**config.mk**
```make
export PLATFORM = sky130hd
export DESIGN_NAME = instr_issue_capture
export DESIGN_NICKNAME = d
export VERILOG_FILES = /design/src/rtl/instr_issue_capture.sv
export SDC_FILE = /design/constraint.sdc
export NUM_CORES = 1
export LEC_CHECK = 0
export CORE_UTILIZATION = 25
export CTS_BUF_LIST = sky130_fd_sc_hd__clkbuf_4 sky130_fd_sc_hd__clkbuf_8 sky130_fd_sc_hd__clkbuf_16
export DETAILED_ROUTE_END_ITERATION = 12
export PLACE_DENSITY = 0.39
export SYNTH_ARGS = -nofsm -noshare
export SYNTH_HDL_FRONTEND = slang
export SYNTH_SLANG_ARGS = --single-unit
```
**constraint.sdc**
```tcl
create_clock -name i_clk -period 3 [get_ports i_clk]
set_input_delay 0.45 -clock i_clk [delete_from_list [all_inputs] [get_ports i_clk]]
set_output_delay 0.45 -clock i_clk [all_outputs]
set_load 0.005 [all_outputs]
```
**src/rtl/instr_issue_capture.sv**
```systemverilog
// Purpose: issues a loaded program into a fixed-latency pipeline and captures each result by program position.
// Latency: first launch 1 edge after start, done LATENCY edges after the last launch; res_data reads 1 cycle after res_addr.
// Backpressure: none. Issue is self-timed, and start/prog_we are ignored while busy.
//
// Ports:
//   i_clk, i_reset         rising-edge clock, synchronous active-high reset
//   i_prog_we/addr/data    program memory write port (IDLE/DONE only)
//   i_prog_len, i_start    run length (clamped to DEPTH) and run trigger
//   o_instruction          registered instruction to the processor (NOP_INSTR when idle)
//   i_result               processor result bus, sampled when a valid tag exits
//   o_busy, o_done         run status levels
//   o_res_count            results captured in the current run
//   i_res_addr, o_res_data registered read port of the result memory
module instr_issue_capture #(
    parameter int          DEPTH     = 16,
    parameter int          AW        = 4,
    parameter int          LATENCY   = 4,
    parameter logic [7:0]  NOP_INSTR = 8'h00
) (
    input  logic          i_clk,
    input  logic          i_reset,
    input  logic          i_prog_we,
    input  logic [AW-1:0] i_prog_addr,
    input  logic [7:0]    i_prog_data,
    input  logic [AW:0]   i_prog_len,
    input  logic          i_start,
    output logic [7:0]    o_instruction,
    input  logic [7:0]    i_result,
    output logic          o_busy,
    output logic          o_done,
    output logic [AW:0]   o_res_count,
    input  logic [AW-1:0] i_res_addr,
    output logic [7:0]    o_res_data
);

    typedef enum logic [1:0] {S_IDLE, S_ISSUE, S_DRAIN, S_DONE} state_t;

    localparam logic [AW:0] DEPTH_L = (AW+1)'(DEPTH);

    state_t        r_state;
    logic [7:0]    r_prog_mem [DEPTH];
    logic [7:0]    r_res_mem  [DEPTH];
    logic [AW:0]   r_len;
    logic [AW:0]   r_issue_ptr;
    logic [AW:0]   r_res_count;
    logic [7:0]    r_instruction;
    logic [7:0]    r_res_data;
    logic          r_busy;
    logic          r_done;

    // Tag shift register: one slot per pipeline stage; a valid tag names
    // the program position whose result is due when it leaves the last slot.
    logic [LATENCY-1:0] r_tag_vld;
    logic [AW-1:0]      r_tag_idx [LATENCY];

    logic          w_idle;
    logic          w_issue;
    logic          w_cap;
    logic [AW-1:0] w_cap_idx;
    logic [AW:0]   w_len_sel;
    logic          w_last_cap;

    assign w_idle     = (r_state == S_IDLE) || (r_state == S_DONE);
    assign w_issue    = (r_state == S_ISSUE);
    assign w_cap      = r_tag_vld[LATENCY-1];
    assign w_cap_idx  = r_tag_idx[LATENCY-1];
    assign w_len_sel  = (i_prog_len > DEPTH_L) ? DEPTH_L : i_prog_len;
    assign w_last_cap = w_cap && ((r_res_count + 1'b1) == r_len);

    // Program memory has no reset; writes are accepted only between runs.
    always_ff @(posedge i_clk) begin
        if (w_idle && i_prog_we) begin
            r_prog_mem[i_prog_addr] <= i_prog_data;
        end
    end

    always_ff @(posedge i_clk) begin
        if (i_reset) begin
            r_state       <= S_IDLE;
            r_instruction <= NOP_INSTR;
            r_busy        <= 1'b0;
            r_done        <= 1'b0;
            r_res_count   <= '0;
            r_res_data    <= '0;
            r_len         <= '0;
            r_issue_ptr   <= '0;
            r_tag_vld     <= '0;
            for (int i = 0; i < LATENCY; i++) begin
                r_tag_idx[i] <= '0;
            end
            for (int i = 0; i < DEPTH; i++) begin
                r_res_mem[i] <= '0;
            end
        end else begin
            r_res_data <= r_res_mem[i_res_addr];

            // A launch in ISSUE pushes a valid tag; every other slot is a NOP.
            r_tag_vld    <= {r_tag_vld[LATENCY-2:0], w_issue};
            r_tag_idx[0] <= r_issue_ptr[AW-1:0];
            for (int i = 1; i < LATENCY; i++) begin
                r_tag_idx[i] <= r_tag_idx[i-1];
            end

            if (w_cap) begin
                r_res_mem[w_cap_idx] <= i_result;
                r_res_count          <= r_res_count + 1'b1;
            end

            unique case (r_state)
                S_IDLE, S_DONE: begin
                    r_instruction <= NOP_INSTR;
                    if (i_start) begin
                        // Tags are empty between runs, so the clear here never
                        // collides with a capture.
                        r_len       <= w_len_sel;
                        r_issue_ptr <= '0;
                        r_res_count <= '0;
                        for (int i = 0; i < DEPTH; i++) begin
                            r_res_mem[i] <= '0;
                        end
                        if (w_len_sel == '0) begin
                            r_state <= S_DONE;
                            r_busy  <= 1'b0;
                            r_done  <= 1'b1;
                        end else begin
                            r_state <= S_ISSUE;
                            r_busy  <= 1'b1;
                            r_done  <= 1'b0;
                        end
                    end
                end
                S_ISSUE: begin
                    r_instruction <= r_prog_mem[r_issue_ptr[AW-1:0]];
                    r_issue_ptr   <= r_issue_ptr + 1'b1;
                    if (r_issue_ptr == (r_len - 1'b1)) begin
                        r_state <= S_DRAIN;
                    end
                end
                S_DRAIN: begin
                    r_instruction <= NOP_INSTR;
                    if (w_last_cap) begin
                        r_state <= S_DONE;
                        r_busy  <= 1'b0;
                        r_done  <= 1'b1;
                    end
                end
                default: r_state <= S_IDLE;
            endcase
        end
    end

    assign o_instruction = r_instruction;
    assign o_busy        = r_busy;
    assign o_done        = r_done;
    assign o_res_count   = r_res_count;
    assign o_res_data    = r_res_data;

endmodule

```
# Yosys cells after proc, flatten, opt, wreduce, memory -nomap -nowiden

Memory sizes are Yosys's and may differ from the RTL's. A register that Yosys moved wholly into a read port is not among the register bits.
Cells that the tools add are included.

Register bits: 31
Bits in writable memories: 272
Input bits: 33
Output and inout bits: 23
Memories kept: 3

Memory list:

| name       | depth | width | rd ports | clocked after memory_dff | write ports | line | source |
|---|---|---|---|---|---|---|---|
| r_prog_mem | 16    | 8     | 1        | 1                        | 1           | 41   | `logic [7:0] r_prog_mem [DEPTH];` |
| r_res_mem  | 16    | 8     | 1        | 1                        | 16          | 42   | `logic [7:0] r_res_mem [DEPTH];` |
| r_tag_idx  | 4     | 4     | 4        | 0                        | 4           | 54   | `logic [AW-1:0] r_tag_idx [LATENCY];` |

Add/subtract/negate cells: 3
Magnitude comparators: 1
Eq/ne operators: 24
Muxes and demuxes: 57
Bitwise logic cells: 68
Reductions and logical operators: 14

Operators by type and width:

| cell                                                  | number |
|---|---|
| two-way mux 8 bit                                     | 17 |
| == test 4 bit (second input constant)                 | 16 |
| AND 1 bit                                             | 32 |
| two-way mux 4 bit                                     | 7 |
| two-way mux 5 bit                                     | 5 |
| OR 1 bit                                              | 20 |
| two-way mux 1 bit                                     | 19 |
| inverter 1 bit                                        | 16 |
| one-hot mux 8 bit (2 select lines)                    | 1 |
| adder 5 x 1 -> 5 bit (second input constant)          | 2 |
| == test 5 bit                                         | 2 |
| one-hot mux 5 bit (2 select lines)                    | 1 |
| two-way mux 2 bit                                     | 4 |
| OR reduction 8 bit                                    | 1 |
| one-hot mux 2 bit (3 select lines)                    | 1 |
| AND reduction 3 bit                                   | 2 |
| greater-than comparator 5 bit (second input constant) | 1 |
| logical NOT 5 bit                                     | 1 |
| subtractor 5 x 1 -> 5 bit (second input constant)     | 1 |
| == test 2 bit (second input constant)                 | 2 |
| inequality test 2 bit (second input constant)         | 2 |
| one-hot mux 1 bit (2 select lines)                    | 2 |
| AND reduction 2 bit                                   | 2 |
| nonzero test 2 bit                                    | 2 |
| other kinds (7)                                       | 8 |

# Longest topological paths before layout

Gate-level depths: netlist of run 1.

Depth after elaboration: 25
Gate-level depth with buffers: 9
Mapped depth without buffers: 7

# Worst setup path after synthesis of run 1

No wires, ideal clock.

Path type: reg-to-reg
Start point: reg r_state[0]
End point: mem r_res_mem[8][0], enable pin
Setup time: 0.384 ns
Data arrival time: 2.409 ns
Slack: 0.207 ns
Cell stages (with the launch flop): 9
Path buffers: 2
Path through: dfxtp_1 -> inv_1 -> ha_1 -> nand2b_1 -> buf_6 -> nand2_4 -> or4b_1 -> buf_2 -> o21ai_0

RTL lines:

| item                   | line | source |
|---|---|---|
| from (decl)            | 40   | `state_t r_state;` |
| from (signal assigned) | 79   | `r_state <= S_IDLE;` |
| from (signal assigned) | 122  | `r_state <= S_DONE;` |
| from (signal assigned) | 126  | `r_state <= S_ISSUE;` |
| to (decl)              | 42   |  |

==> flow_summary_export.csv, run 1 <==
group,metric,value,unit
run_status,outcome,"complete, no violations",
timing,worst_slack,0.2186,ns
timing,max_slew.worst_pin.slew,0.7453,ns
floorplanning,fp.coreArea,51300,um2
logic_synthesis,ys_types,49,
logic_synthesis,synth_area_per_cell,16.80,um2
timing,setup_viol,0,
timing,maxSlewHeadroom,50.16,%
timing,grt_setup_unrepaired,"false",
clocking,cts_hold_buf,0,
logic_synthesis,ys_ff_latch,315,
floorplanning,initial_utilization,25.28,%
logic_synthesis,synth_fp_nets,813,
timing,tns,0,ns
floorplanning,dieArea,52790,um2
logic_synthesis,postSynthCellCount,772,
clocking,numClockSinks,315,
global_route,grt_pass1_vias,7016,
setup_path,start_kind,"flip-flop",
clocking,htreeDepth,2,
setup_path,worstSetupEndpointType,"flip-flop",
logic_synthesis,ys_async_sr_fraction,0,%
placed_design,gp_congestion,0.7140,
floorplanning,die_w,229.8,um
timing,timing_hold_violations_final,0,
placed_design,dp_hpwl,20.43,mm
clocking,numCtsBuffers,38,
clocking,post_cts_buffers,0,
final_layout,nNetsFinal,922,
clocking,ctsResizeCount,0,
drt,drcViolationCount,0,
logic_synthesis,synth-edff-count,256,
logic_synthesis,ys_seq_area_share,68.38,%
drt,drt_iter0_markers,344,
floorplanning,io_pins,56,
pwr,finalPower,11.77,mW
logic_synthesis,syn_area,12970,um2
global_route,grt_max_degree,33,
placed_design,pre_cts_slack,0.02217,ns
clocking,clkSlewWorstSetupHoldPaths,0.06,ns
pwr,p_per_area,742.4,nW/um2
global_route,grt_pass1_wl,47.10,mm
setup_path,required,3.19,ns
placed_design,portBuffers,55,
floorplanning,core.rowCount,83,
timing,min_period,2.781,ns
drt,wirelength,31.36,mm
pwr,leakagePower,5.402,nW
timing,period_share,92.71,%
setup_path,path_class,"flip-flop to flip-flop",
global_route,grt_overflow,0,
drt,wl_per_cell,19.71,um
drt,num_vias,6737,
placed_design,placed_cell_area,14620,um2
logic_synthesis,synth_flop_cell,"edfxtp_1",
drt,drt-pass1-iter-count,4,
floorplanning,die_height,229.8,um
pwr,irDropWorstVdd,340.6,uV
clocking,clock_path_buffers,3,
logic_synthesis,ys_warn_count,0,
final_layout,drive_gt1_share,23.49,%
final_layout,area_delta_synth_final,22.26,%
timing,drv_slew,0,
clocking,cts_tree,"yes",
drt,avgViaCountPerCell,4.234,
drt,final_antenna_net_count,0,
clocking,cts_root_buf,"clkbuf_16",
run,drv_cap,0,
setup_path,crit_arrival,2.97,ns
setup_path,critPathMaxFanout,8,
worst_hold_path,worstHoldPathType,"flip-flop to flip-flop",
global_route,grtUsageTotal,12.13,%
final_layout,postLayoutCellArea,15860,um2
final_layout,fillCellCount,5126,
timing,fmax,359.5,MHz
final_layout,antennaDiodeCount,0,
timing,finClkSkew,0.01185,ns
global_route,grt_antenna_before_repair,0,
clocking,insertion_delay,0.55,ns
## cell families after synthesis
group	Yosys count	share of synthesized area, %
xor gates and xnor gates	21	1.418
AOI/OAI and AO/OA	37	1.785
DFF	315	68.38
muxes	81	13.97
adders and majority gates	8	0.7719
and+or+nand+nor	267	12.20
buffers and inverters	43	1.466
## cell type report
type | instances | area (um2) | area share (%)
Sequential cell | 315 | 8870 | 55.94
Multi-Input combinational cell | 414 | 3910 | 24.66
Clock buffer | 60 | 1160 | 7.315
Timing Repair Buffer | 107 | 973.4 | 6.140
Tap cell | 680 | 850.8 | 5.366
Clock inverter | 10 | 72.57 | 0.4577
Inverter | 5 | 18.77 | 0.1184
## metrics by stage
stage,instances,util [%],hold slack [ns]
5_1_grt,1591,30.91,0.4462
3_3_place_gp,1521,28.50,0.4156
3_5_place_dp,1521,28.50,0.4212
4_1_cts,1591,30.91,0.4321
6_report,1591,30.91,0.4231
2_1_floorplan,772,-,0.4138
## synthesized netlist by cell type (all sizes together), types with 2 or more instances
cell      n  share of area [%]
nand2    13               0.43
xor2     10               0.68
xnor2    11               0.74
mux4     80                 14
nand4     5               0.24
or4       2               0.12
o21ai    13               0.50
edfxtp  256                 59
nor3b     5               0.29
nand3     3               0.12
and2    136                6.6
nor2     43                1.3
or3b      2               0.14
nand2b   10               0.48
nand4b    3               0.20
buf      17               0.70
ha        8               0.77
nand3b    2               0.12
inv       5               0.14
nor2b    29                1.4
a41oi     2               0.14
a21oi    12               0.46
nor3     10               0.55
dfxtp    59                9.1
clkbuf   21               0.62
## critical path: stages, from the launching register on
cell and delay [ns]:
dfxtp_1 0.42, inv_1 0.09, ha_1 0.32, nand2b_1 0.18
nand2_4 0.11, or4b_1 0.70, nor3_4 0.20, nand2b_1 0.40
## registers in the layout (all words and copies together), names as in the netlist, named ones only
signal and flops:
r_tag_vld 4, o_res_count 5, r_tag_idx 16, r_issue_ptr 5
o_busy 1, o_instruction 8, r_prog_mem 128, r_res_mem 128
o_done 1, r_len 5, r_state 2, o_res_data 8
## cell usage in the layout (no fill, tap or decap), drive strengths merged, types with 8 or more instances in the layout
master and instances:
nor2b 29, dfxtp 59, edfxtp 256, and2 136
nand2b 10, inv 8, mux4 80, xnor2 11
clkbuf 60, ha 8, a21oi 12, nor2 43
nand2 13, xor2 10, o21ai 13, buf 53
clkdlybuf4s50 54, nor3 10
## power breakdown
part           switching (mW)  internal [mW]  total (mW)
clock                    1.81           2.67        4.48
sequential              0.207           5.33        5.53
combinational           0.895          0.862        1.76
total                    2.91           8.86        11.8
## metal layers
layer  up-vias  routed length, um  GRT usage [%]
li1       3151                  -              -
met1      3419              14790          16.97
met2       133              14490          18.90
met3        34               1606          2.790
met4         0                473          3.022
met5         -                  0              0
## path summary, 6_finish.rpt
check                   from              end  slack [ns]  cells after the start
min reg2reg  r_tag_idx[0][1]  r_tag_idx[0][5]        0.42                      1
max               r_state[0]  r_res_mem[0][0]        0.22                      7
max reg2reg       r_state[0]  r_res_mem[0][0]        0.22                      7
min          r_tag_idx[0][1]  r_tag_idx[0][5]        0.42                      1
No activity file was read; power rests on OpenSTA's default activity.
==> run 2: changes to the inputs <==
- CORE_MARGIN: default -> 8
==> run 2 against run 1 <==
Against the previous run:
- sequential power barely moved
- register-to-register slack about the same
- clock power rose by 2%
- non-clock buffer count decreased by 1
==> flow_summary_export.csv, run 2 (same netlist as run 1, synthesis figures left out) <==
group,metric,value,unit
clocking,numClockSinks,315,
timing,fmax,361.0,MHz
global_route,grt_overflow,0,
setup_path,critPathMaxFanout,8,
clocking,insertion_delay,0.56,ns
pwr,leakagePower,5.417,nW
clocking,clock_path_buffers,3,
worst_hold_path,min_to,"r_tag_idx[0][11]",
global_route,grtUsageTotal,10.94,%
drt,wirelength,32.29,mm
floorplanning,die_height,243.8,um
placed_design,dp_hpwl,20.85,mm
setup_path,slowest_delay,0.70,ns
timing,maxSlewHeadroom,44.70,%
setup_path,r2r_cells,7,
worst_hold_path,min-delay-start,"r_tag_idx[0][7]",
floorplanning,core.rowCount,83,
setup_path,start_kind,"flip-flop",
floorplanning,dieArea,59420,um2
pwr,p_per_area,746.5,nW/um2
setup_path,r2r_slack,0.23,ns
floorplanning,initial_utilization,25.28,%
timing,period_share,92.33,%
setup_path,worstSetupEndpointType,"flip-flop",
timing,finClkSkew,0.02747,ns
setup_path,rr_endpoint,"r_res_mem[0][6]",
global_route,grt_antenna_before_repair,0,
floorplanning,fp.coreArea,51300,um2
clocking,ctsResizeCount,0,
pwr,irDropWorstVdd,386.7,uV
clocking,cts_tree,"yes",
final_layout,final_util,30.97,%
drt,drt-pass1-iter-count,6,
timing,drv_slew,0,
final_layout,fillCellCount,5098,
timing,setup_viol,0,
clocking,clkSlewWorstSetupHoldPaths,0.05,ns
setup_path,required,3.20,ns
drt,drcViolationCount,0,
clocking,post_cts_buffers,0,
final_layout,layout_common_cells,"256 x edfxtp_1, 136 x and2_1, 80 x mux4_2",
clocking,cts_root_buf,"clkbuf_16",
timing,grt_setup_unrepaired,"false",
final_layout,top_regs,"r_prog_mem: 128 flops, r_res_mem: 128 flops, r_tag_idx: 16 flops",
timing,tns,0,ns
final_layout,final_common_cell,"edfxtp_1",
drt,num_vias,6734,
setup_path,r2r_start,"r_state[0]",
drt,final_antenna_net_count,0,
floorplanning,io_pins,56,
setup_path,critPathMostFrequentCell,"nand2b_1",
global_route,grt_max_degree,33,
final_layout,antennaDiodeCount,0,
global_route,grt_pass1_vias,7166,
worst_hold_path,worstHoldPathType,"flip-flop to flip-flop",
clocking,numCtsBuffers,39,
global_route,grt_pass1_wl,48.32,mm
final_layout,multi_input_area,3913,um2
timing,max_slew.worst_pin.slew,0.8269,ns
placed_design,portBuffers,55,
clocking,htreeDepth,2,
worst_hold_path,whs_path_depth,1,
drt,wl_per_cell,20.28,um
final_layout,area_delta_synth_final,22.53,%
timing,min_period,2.770,ns
final_layout,nNetsFinal,922,
floorplanning,die_w,243.8,um
run_status,outcome,"complete, no violations",
setup_path,path_class,"flip-flop to flip-flop",
final_layout,drive_gt1_share,23.36,%
setup_path,crit_arrival,2.97,ns
setup_path,path_cells,"inv_1, ha_1, nand2b_1, nand2_4, or4b_1, nor3_4, nand2b_1",
setup_path,cp_slowest_cell,"or4b_1",
setup_path,path_buf_inv,1,
clocking,cts_hold_buf,0,
drt,drt_iter0_markers,409,
drt,avgViaCountPerCell,4.230,
final_layout,regArea,8870,um2
setup_path,path_delay_family,"simple AND/OR/NAND/NOR gates",
placed_design,gp_congestion,0.6877,
run,drv_cap,0,
timing,timing_hold_violations_final,0,
-- run 2: changes by cell type in the layout (fill, tap and decap cells not counted), moves of 2 or more --
cell / before / now
clkbuf_16: 38 / 41
clkbuf_8: 7 / 5
clkinv_1: 2 / 5
inv_6: 3 / 1
-- run 2: worst max-delay path by stage --
| stage | startpoint | end | slack [ns] | depth (start not counted) |
|---|---|---|---|---|
| after floorplan | r_state[0] | r_res_mem[8][0] | 0.21 | 8 |
| after global placement | i_start | r_res_mem[13][4] | 0.02 | 7 |
| after detailed placement | i_start | r_res_mem[7][4] | 0.08 | 6 |
| after CTS | r_state[0] | r_res_mem[13][5] | 0.17 | 8 |
| after global routing | r_state[0] | r_res_mem[0][6] | 0.06 | 7 |
| final | r_state[0] | r_res_mem[0][6] | 0.23 | 7 |
-- run 2: through the flow --
| stage | hold slack, ns | instances | total power [mW] | setup slack (ns) | cell area [um2] |
|---|---|---|---|---|---|
| floorplan | 0.4138 | 772 | 6.593 | 0.2068 | 12970 |
| global placement | 0.4156 | 1520 | 7.446 | 0.01512 | 14620 |
| detailed placement | 0.4218 | 1520 | 7.436 | 0.08177 | 14620 |
| CTS | 0.4311 | 1592 | 12.10 | 0.1696 | 15890 |
| global route | 0.4444 | 1592 | 12.41 | 0.05888 | 15890 |
| finish | 0.4243 | 1592 | 11.86 | 0.2302 | 15890 |
-- run 2: routing by layer --
layer | track usage (%) | vias to the layer above | wire length, um
met5 | 0 | - | 0
met1 | 15.38 | 3411 | 15550
met4 | 3.488 | 0 | 757
met3 | 2.604 | 51 | 1436
li1 | - | 3147 | -
met2 | 16.47 | 125 | 14540
-- run 2: final cells by class --
type / count / share of cell area (%)
sequential: 315 / 55.82
timing repair buffer: 106 / 6.079
multi-input combinational: 414 / 24.62
inverter: 5 / 0.1181
clock inverter: 12 / 0.4567
tap: 680 / 5.354
clock buffer: 60 / 7.551
-- run 2: report_power, final --
group / leakage, nW / internal [mW] / switching (mW)
logic: 1.76 / 0.856 / 0.902
registers: 3.02 / 5.33 / 0.199
clock network: 0.645 / 2.76 / 1.81
total: 5.42 / 8.95 / 2.91
-- run 2: worst register-to-register path: stages (launching register included) --
cell	delay [ns]
dfxtp_1	0.40
inv_1	0.08
ha_1	0.36
nand2b_1	0.20
nand2_4	0.07
or4b_1	0.70
nor3_4	0.21
nand2b_1	0.40
